===== src/rtl/fetch_stage_if.sv =====
// Instruction-memory request/response bus between the fetch stage and IMEM.
interface fetch_stage_if #(
  parameter int DATA_W = 32
);
  logic              IMem_Req;
  logic [DATA_W-1:0] IMem_Addr;
  logic              IMem_Ready;
  logic [DATA_W-1:0] IMem_Instr;

  modport master (
    output IMem_Req,
    output IMem_Addr,
    input  IMem_Ready,
    input  IMem_Instr
  );

  modport slave (
    input  IMem_Req,
    input  IMem_Addr,
    output IMem_Ready,
    output IMem_Instr
  );
endinterface


===== src/rtl/fetch_stage.sv =====
// Instruction fetch stage: PC, IMEM request FSM with one-entry skid buffer,
// and the IF/ID pipeline register with bubble/hold/flush control.
module fetch_stage #(
  parameter int DATA_W = 32
) (
  input  logic              clk_i,
  input  logic              rst_i,
  fetch_stage_if.master     imem,
  input  logic              PCWrite,
  input  logic              IFID_Write,
  input  logic              Flush,
  input  logic [DATA_W-1:0] Branch_Target,
  output logic [DATA_W-1:0] Instr_ID,
  output logic [DATA_W-1:0] PC_ID,
  output logic              Valid_ID,
  output logic              Fetch_Busy
);

  typedef enum logic [1:0] {
    FETCH = 2'd0,
    HOLD  = 2'd1,
    DROP  = 2'd2
  } state_t;

  function automatic logic [DATA_W-1:0] pc_inc(input logic [DATA_W-1:0] pc);
    return pc + DATA_W'(4);
  endfunction

  function automatic logic [DATA_W-1:0] word_align(input logic [DATA_W-1:0] a);
    return {a[DATA_W-1:2], 2'b00};
  endfunction

  state_t            state_p0, state_d;
  logic [DATA_W-1:0] pc_p0, pc_d;
  logic [DATA_W-1:0] stale_p0, stale_d;
  logic [DATA_W-1:0] skid_p0, skid_d;

  logic [DATA_W-1:0] instr_p1;
  logic [DATA_W-1:0] pc_p1;
  logic              vld_p1;
  logic              busy_p1;

  logic              available;
  logic              advance;
  logic              bubble;
  logic [DATA_W-1:0] instr_avail;

  // Next-state, next-PC, skid-buffer and IMEM request decode
  always_comb begin
    state_d        = state_p0;
    pc_d           = pc_p0;
    stale_d        = stale_p0;
    skid_d         = skid_p0;
    imem.IMem_Req  = 1'b1;
    imem.IMem_Addr = pc_p0;

    available   = ((state_p0 == FETCH) && imem.IMem_Ready) || (state_p0 == HOLD);
    instr_avail = (state_p0 == HOLD) ? skid_p0 : imem.IMem_Instr;
    advance     = available && PCWrite && IFID_Write && !Flush;
    bubble      = !available && IFID_Write && !Flush;

    // DROP keeps presenting the abandoned address until memory answers it
    if (state_p0 == HOLD) imem.IMem_Req = 1'b0;
    if (state_p0 == DROP) imem.IMem_Addr = stale_p0;

    if (Flush) begin
      pc_d   = word_align(Branch_Target);
      skid_d = '0;
      case (state_p0)
        FETCH: begin
          if (imem.IMem_Ready) begin
            state_d = FETCH;
          end else begin
            state_d = DROP;
            stale_d = pc_p0;
          end
        end
        HOLD:    state_d = FETCH;
        DROP:    state_d = DROP;
        default: state_d = FETCH;
      endcase
    end else if (advance) begin
      pc_d    = pc_inc(pc_p0);
      state_d = FETCH;
    end else begin
      case (state_p0)
        FETCH: begin
          if (imem.IMem_Ready) begin
            skid_d  = imem.IMem_Instr;
            state_d = HOLD;
          end
        end
        HOLD: state_d = HOLD;
        DROP: begin
          if (imem.IMem_Ready) state_d = FETCH;
        end
        default: state_d = FETCH;
      endcase
    end
  end

  // Fetch control state: FSM, PC, stale address and skid buffer
  always_ff @(posedge clk_i) begin
    if (rst_i) begin
      state_p0 <= FETCH;
      pc_p0    <= '0;
      stale_p0 <= '0;
      skid_p0  <= '0;
    end else begin
      state_p0 <= state_d;
      pc_p0    <= pc_d;
      stale_p0 <= stale_d;
      skid_p0  <= skid_d;
    end
  end

  // ---- IF/ID boundary ----
  // IF/ID register: flush and bubble clear it, advance loads it, otherwise hold
  always_ff @(posedge clk_i) begin
    if (rst_i) begin
      instr_p1 <= '0;
      pc_p1    <= '0;
      vld_p1   <= 1'b0;
      busy_p1  <= 1'b0;
    end else begin
      busy_p1 <= bubble;
      if (Flush || bubble) begin
        instr_p1 <= '0;
        vld_p1   <= 1'b0;
      end else if (advance) begin
        instr_p1 <= instr_avail;
        pc_p1    <= pc_inc(pc_p0);
        vld_p1   <= 1'b1;
      end
    end
  end

  assign Instr_ID   = instr_p1;
  assign PC_ID      = pc_p1;
  assign Valid_ID   = vld_p1;
  assign Fetch_Busy = busy_p1;

endmodule

===== src/flat_wrapper.sv =====
// flat-port wrapper written by rule: the top's interface ports become plain ports
module fetch_stage_flat 
#(
  parameter int DATA_W = 32
)
  (clk_i, rst_i, PCWrite, IFID_Write, Flush, Branch_Target, Instr_ID, PC_ID, Valid_ID, Fetch_Busy, imem_IMem_Req, imem_IMem_Addr, imem_IMem_Ready, imem_IMem_Instr);
  fetch_stage_if #(.DATA_W(DATA_W)) imem_i ();
  input  logic clk_i;
  input  logic rst_i;
  input  logic PCWrite;
  input  logic IFID_Write;
  input  logic Flush;
  input  logic [DATA_W-1:0] Branch_Target;
  output logic [DATA_W-1:0] Instr_ID;
  output logic [DATA_W-1:0] PC_ID;
  output logic Valid_ID;
  output logic Fetch_Busy;
  output wire logic [$bits(imem_i.IMem_Req)-1:0] imem_IMem_Req;
  output wire logic [$bits(imem_i.IMem_Addr)-1:0] imem_IMem_Addr;
  input wire logic [$bits(imem_i.IMem_Ready)-1:0] imem_IMem_Ready;
  input wire logic [$bits(imem_i.IMem_Instr)-1:0] imem_IMem_Instr;
  assign imem_IMem_Req = imem_i.IMem_Req;
  assign imem_IMem_Addr = imem_i.IMem_Addr;
  assign imem_i.IMem_Ready = imem_IMem_Ready;
  assign imem_i.IMem_Instr = imem_IMem_Instr;
  fetch_stage #(.DATA_W(DATA_W)) u_core (.clk_i(clk_i), .rst_i(rst_i), .imem(imem_i), .PCWrite(PCWrite), .IFID_Write(IFID_Write), .Flush(Flush), .Branch_Target(Branch_Target), .Instr_ID(Instr_ID), .PC_ID(PC_ID), .Valid_ID(Valid_ID), .Fetch_Busy(Fetch_Busy));
endmodule

===== config.mk =====
export PLATFORM = sky130hd
export DESIGN_NAME = fetch_stage_flat
export DESIGN_NICKNAME = d
export VERILOG_FILES = /design/src/rtl/fetch_stage_if.sv /design/src/rtl/fetch_stage.sv /design/src/flat_wrapper.sv
export SDC_FILE = /design/constraint.sdc
export NUM_CORES = 1
export LEC_CHECK = 0
export BUFFER_PORTS_ARGS = -buffer_cell sky130_fd_sc_hd__buf_4
export CAP_MARGIN = 5
export CORE_AREA = 2 2 140 142
export CTS_BUF_LIST = sky130_fd_sc_hd__clkbuf_8
export DETAILED_ROUTE_END_ITERATION = 7
export DIE_AREA = 0 0 142 144
export GPL_ROUTABILITY_DRIVEN = 0
export PLACE_DENSITY = 0.69
export SETUP_SLACK_MARGIN = 0.02
export SLEW_MARGIN = 20
export SYNTH_ARGS = -nofsm -noshare
export SYNTH_HDL_FRONTEND = slang
export SYNTH_SLANG_ARGS = --single-unit

===== constraint.sdc =====
create_clock -name clk_i -period 5.95 [get_ports clk_i]
set_input_delay 0.8925 -clock clk_i [delete_from_list [all_inputs] [get_ports clk_i]]
set_output_delay 0.8925 -clock clk_i [all_outputs]
set_load 0.02 [all_outputs]

==> results.cfg <==
[die]
std_cell_rows = 51
die-width_um = 142
io_pins = 169
core_area_um2 = 19100
initial_utilization_pct = 39.2
fp.dieH_um = 144
die_ar_um2 = 20400

[cts]
post_cts_resized = 0
worst_setup_hold_path_clk_slew_ns = 0.09
number_of_clock_sinks_seen_by_cts = 158
cts_root_buf = clkbuf_8
tritoncts = done
cts.path.max_buffers = 2
cts_max_level = 4
cts_made_buffers = 17
postCtsSetupRepairBufs = 0
cts_hold_buf = 0
clk-insertion-delay-late_ns = 0.46

[sta]
maxSlewHeadroom_pct = 23.5
timing.fmax_mhz = 293
rsz0062_at_grt = false
final_critical_path_setup_slack_ns = 2.53
period_minus_slack_ns = 3.42
finalHoldViolations = 0
setup_viol = 0
finClkSkew_ns = 0.0185
timing_max_transition_violations_final = 0
finalHoldWorstSlack_ns = 0.454
timing.final.crit_share_pct = 57.4
worstMarginPinSlew_ns = 1.14
totalNegativeSetupSlack_ns = 0

[power_and_ir_drop]
leakage_uw = 0.00349
ir_worst_vdd_mv = 0.142
pwr_density_cell_nw_per_um2 = 250
totalPowerFinal_uw = 2270

[synth]
synthArstFlopShare_pct = 0
ys_ff_latch = 158
mappedNetlistArea_um2 = 7480
postSynth.topFlopCell = dfxtp_1
synth_cell_types = 54
synthesis_warning_total = 0
synth_enable_flop_cells = 0
syn_inst = 897
syn_avg_cell_area_um2 = 8.34
synth_seq_area_share_pct = 42.3

[worst_hold_path]
hold_start = u_core.stale_p0[8]$_SDFFE_PP0P_
hold_depth = 2
timing.hold.worst_endpoint = u_core.stale_p0[8]$_SDFFE_PP0P_
hold_path.class = flip-flop to flip-flop

[critical_path]
cp_data_required_time_ns = 5.06
setup.worst_path.end_class = output pin
crit_path_max_fanout = 20
setup.worst_path.start_class = flip-flop
reg2reg_slack_ns = 3.29
crit-reg2reg-capture = u_core.pc_p0[24]$_SDFFE_PP0P_
setup_cp_type = flip-flop to output pin
reg2reg_from = u_core.pc_p0[2]$_SDFFE_PP0P_
depth_of_the_most_critical_reg_to_reg_path = 5
worst_ep_arrival_time_ns = 2.52

[routing]
drt_pass1_iterations = 5
totalWireLength_um = 21200
iter_0_drt_violations = 539
route.detailed.vias_per_inst = 5.52
final_antenna_net_count = 0
detailroute.via_count = 6891
drc = 0
route.detailed.wl_per_inst_um = 17.0

[grt]
first_pass_grt_wire_length_um = 33000
first_global_vias = 6175
globalRouteTotalUtil_pct = 20.4
grt_overflow = 0
grt_antenna_before_repair = 0
grt_max_degree = 74

[final_layout]
layout_overhead_on_the_synthesized_area_pct = 21.3
antennaDiodeCount = 0
final.fill_count = 1876
final_cells = 1249
layout-drive-gt1-share_pct = 24.4
final_nets = 1069

[placement]
detailedPlacementHpwl_um = 14400
place_ws_ns = 2.93
placed_cells_incl_taps = 1217
port_buffers = 162

[run_status]
status = finished, final reports clean

[run]
max_cap_violations = 0
[cells by family (layout without fill, tap and decap cells)]
family          count (synthesis)  after routing  synth area share, %
simple gates                  358            358                 22.8
compound gates                195            195                 17.5
flops                         158            158                 42.3
buf+inv                       101            212                 5.97
mux                            62             62                 8.79
xor+xnor                       21             21                 2.46
fa+ha+maj                       1              1                0.167
other cells                     1              4               0.0501
[cells in the mapped netlist (17+ instances only)]
master | count | area share, %
a211oi_1 | 59 | 5.9
a21oi_1 | 66 | 4.4
a311oi_1 | 22 | 2.6
clkbuf_1 | 62 | 3.1
dfxtp_1 | 158 | 42
mux2_2 | 30 | 4.5
mux2i_1 | 32 | 4.3
nand2_1 | 146 | 7.3
nand3_1 | 21 | 1.4
nor2_1 | 89 | 4.5
o21ai_0 | 17 | 1.1
[cell usage in the layout, fill, tap and decap left out, types with 10 or more instances in the layout]
cell,instances
nand2_1,146
xnor2_1,14
mux2_2,30
clkbuf_8,18
a211oi_1,59
nor4_1,13
dfxtp_1,158
buf_4,171
a311oi_1,22
nand4_1,13
mux2i_1,32
nor3_1,12
or4_1,11
nor2_1,89
o21ai_0,17
o31ai_1,10
nand3_1,21
or3_1,13
and4_1,12
a21oi_1,66
[cell type report]
cell class	instances	area (um^2)	share of cell area, %
clock buffer	18	248	2.73
clock inverter	14	146	1.61
inverter	9	33.8	0.372
multi-input combinational	641	3910	43.0
sequential	158	3160	34.8
tap	238	298	3.28
timing repair buffer	171	1280	14.1
[worst max-delay path by stage]
stage / start / end / slack [ns] / depth (start not counted)
floorplan: IFID_Write / u_core.skid_p0[0]$_SDFFE_PP0P_ / 3.52 / 6
global placement: rst_i / u_core.pc_p0[27]$_SDFFE_PP0P_ / 2.93 / 6
detailed placement: rst_i / u_core.pc_p0[27]$_SDFFE_PP0P_ / 2.93 / 6
CTS: u_core.state_p0[0]$_SDFFE_PP0P_ / imem_IMem_Addr[7] / 2.49 / 4
global route: u_core.state_p0[0]$_SDFFE_PP0P_ / imem_IMem_Addr[7] / 2.42 / 4
finish: u_core.state_p0[0]$_SDFFE_PP0P_ / imem_IMem_Addr[7] / 2.53 / 4
[state kept, by name, indices dropped and copies added (netlist names)]
signal and count:
u_core.PC_ID 30, u_core.Fetch_Busy 1, u_core.pc_p0 30, u_core.state_p0 2
u_core.Instr_ID 32, u_core.skid_p0 32, u_core.Valid_ID 1, u_core.stale_p0 30
[metrics by stage]
step	cell area, um^2	util (%)
6_report	9080	47.6
5_1_grt	9080	47.6
4_1_cts	9080	47.6
3_5_place_dp	8680	45.5
3_3_place_gp	8680	45.5
2_1_floorplan	7500	-
[worst max-delay path, stage by stage (launching register included)]
cell	delay, ns
dfxtp_1	0.53
nand2b_1	0.59
buf_4	0.40
mux2_2	0.39
buf_4	0.16
[routing by layer]
layer  vias to the layer above  GRT usage [%]  wire length (um)
li1                       3428              -                 -
met1                      3213           27.8              9470
met2                       224           32.4              9940
met3                        26           3.54              1270
met4                         0           7.32               508
met5                         -              0                 0
[where the power goes]
part           switching, uW  internal (uW)  total (uW)  leakage (uW)
registers               52.5           1100        1150       0.00129
clock network            447            357         804      0.000195
logic                    182            134         316       0.00201
Power figures use the tool's default switching activity.
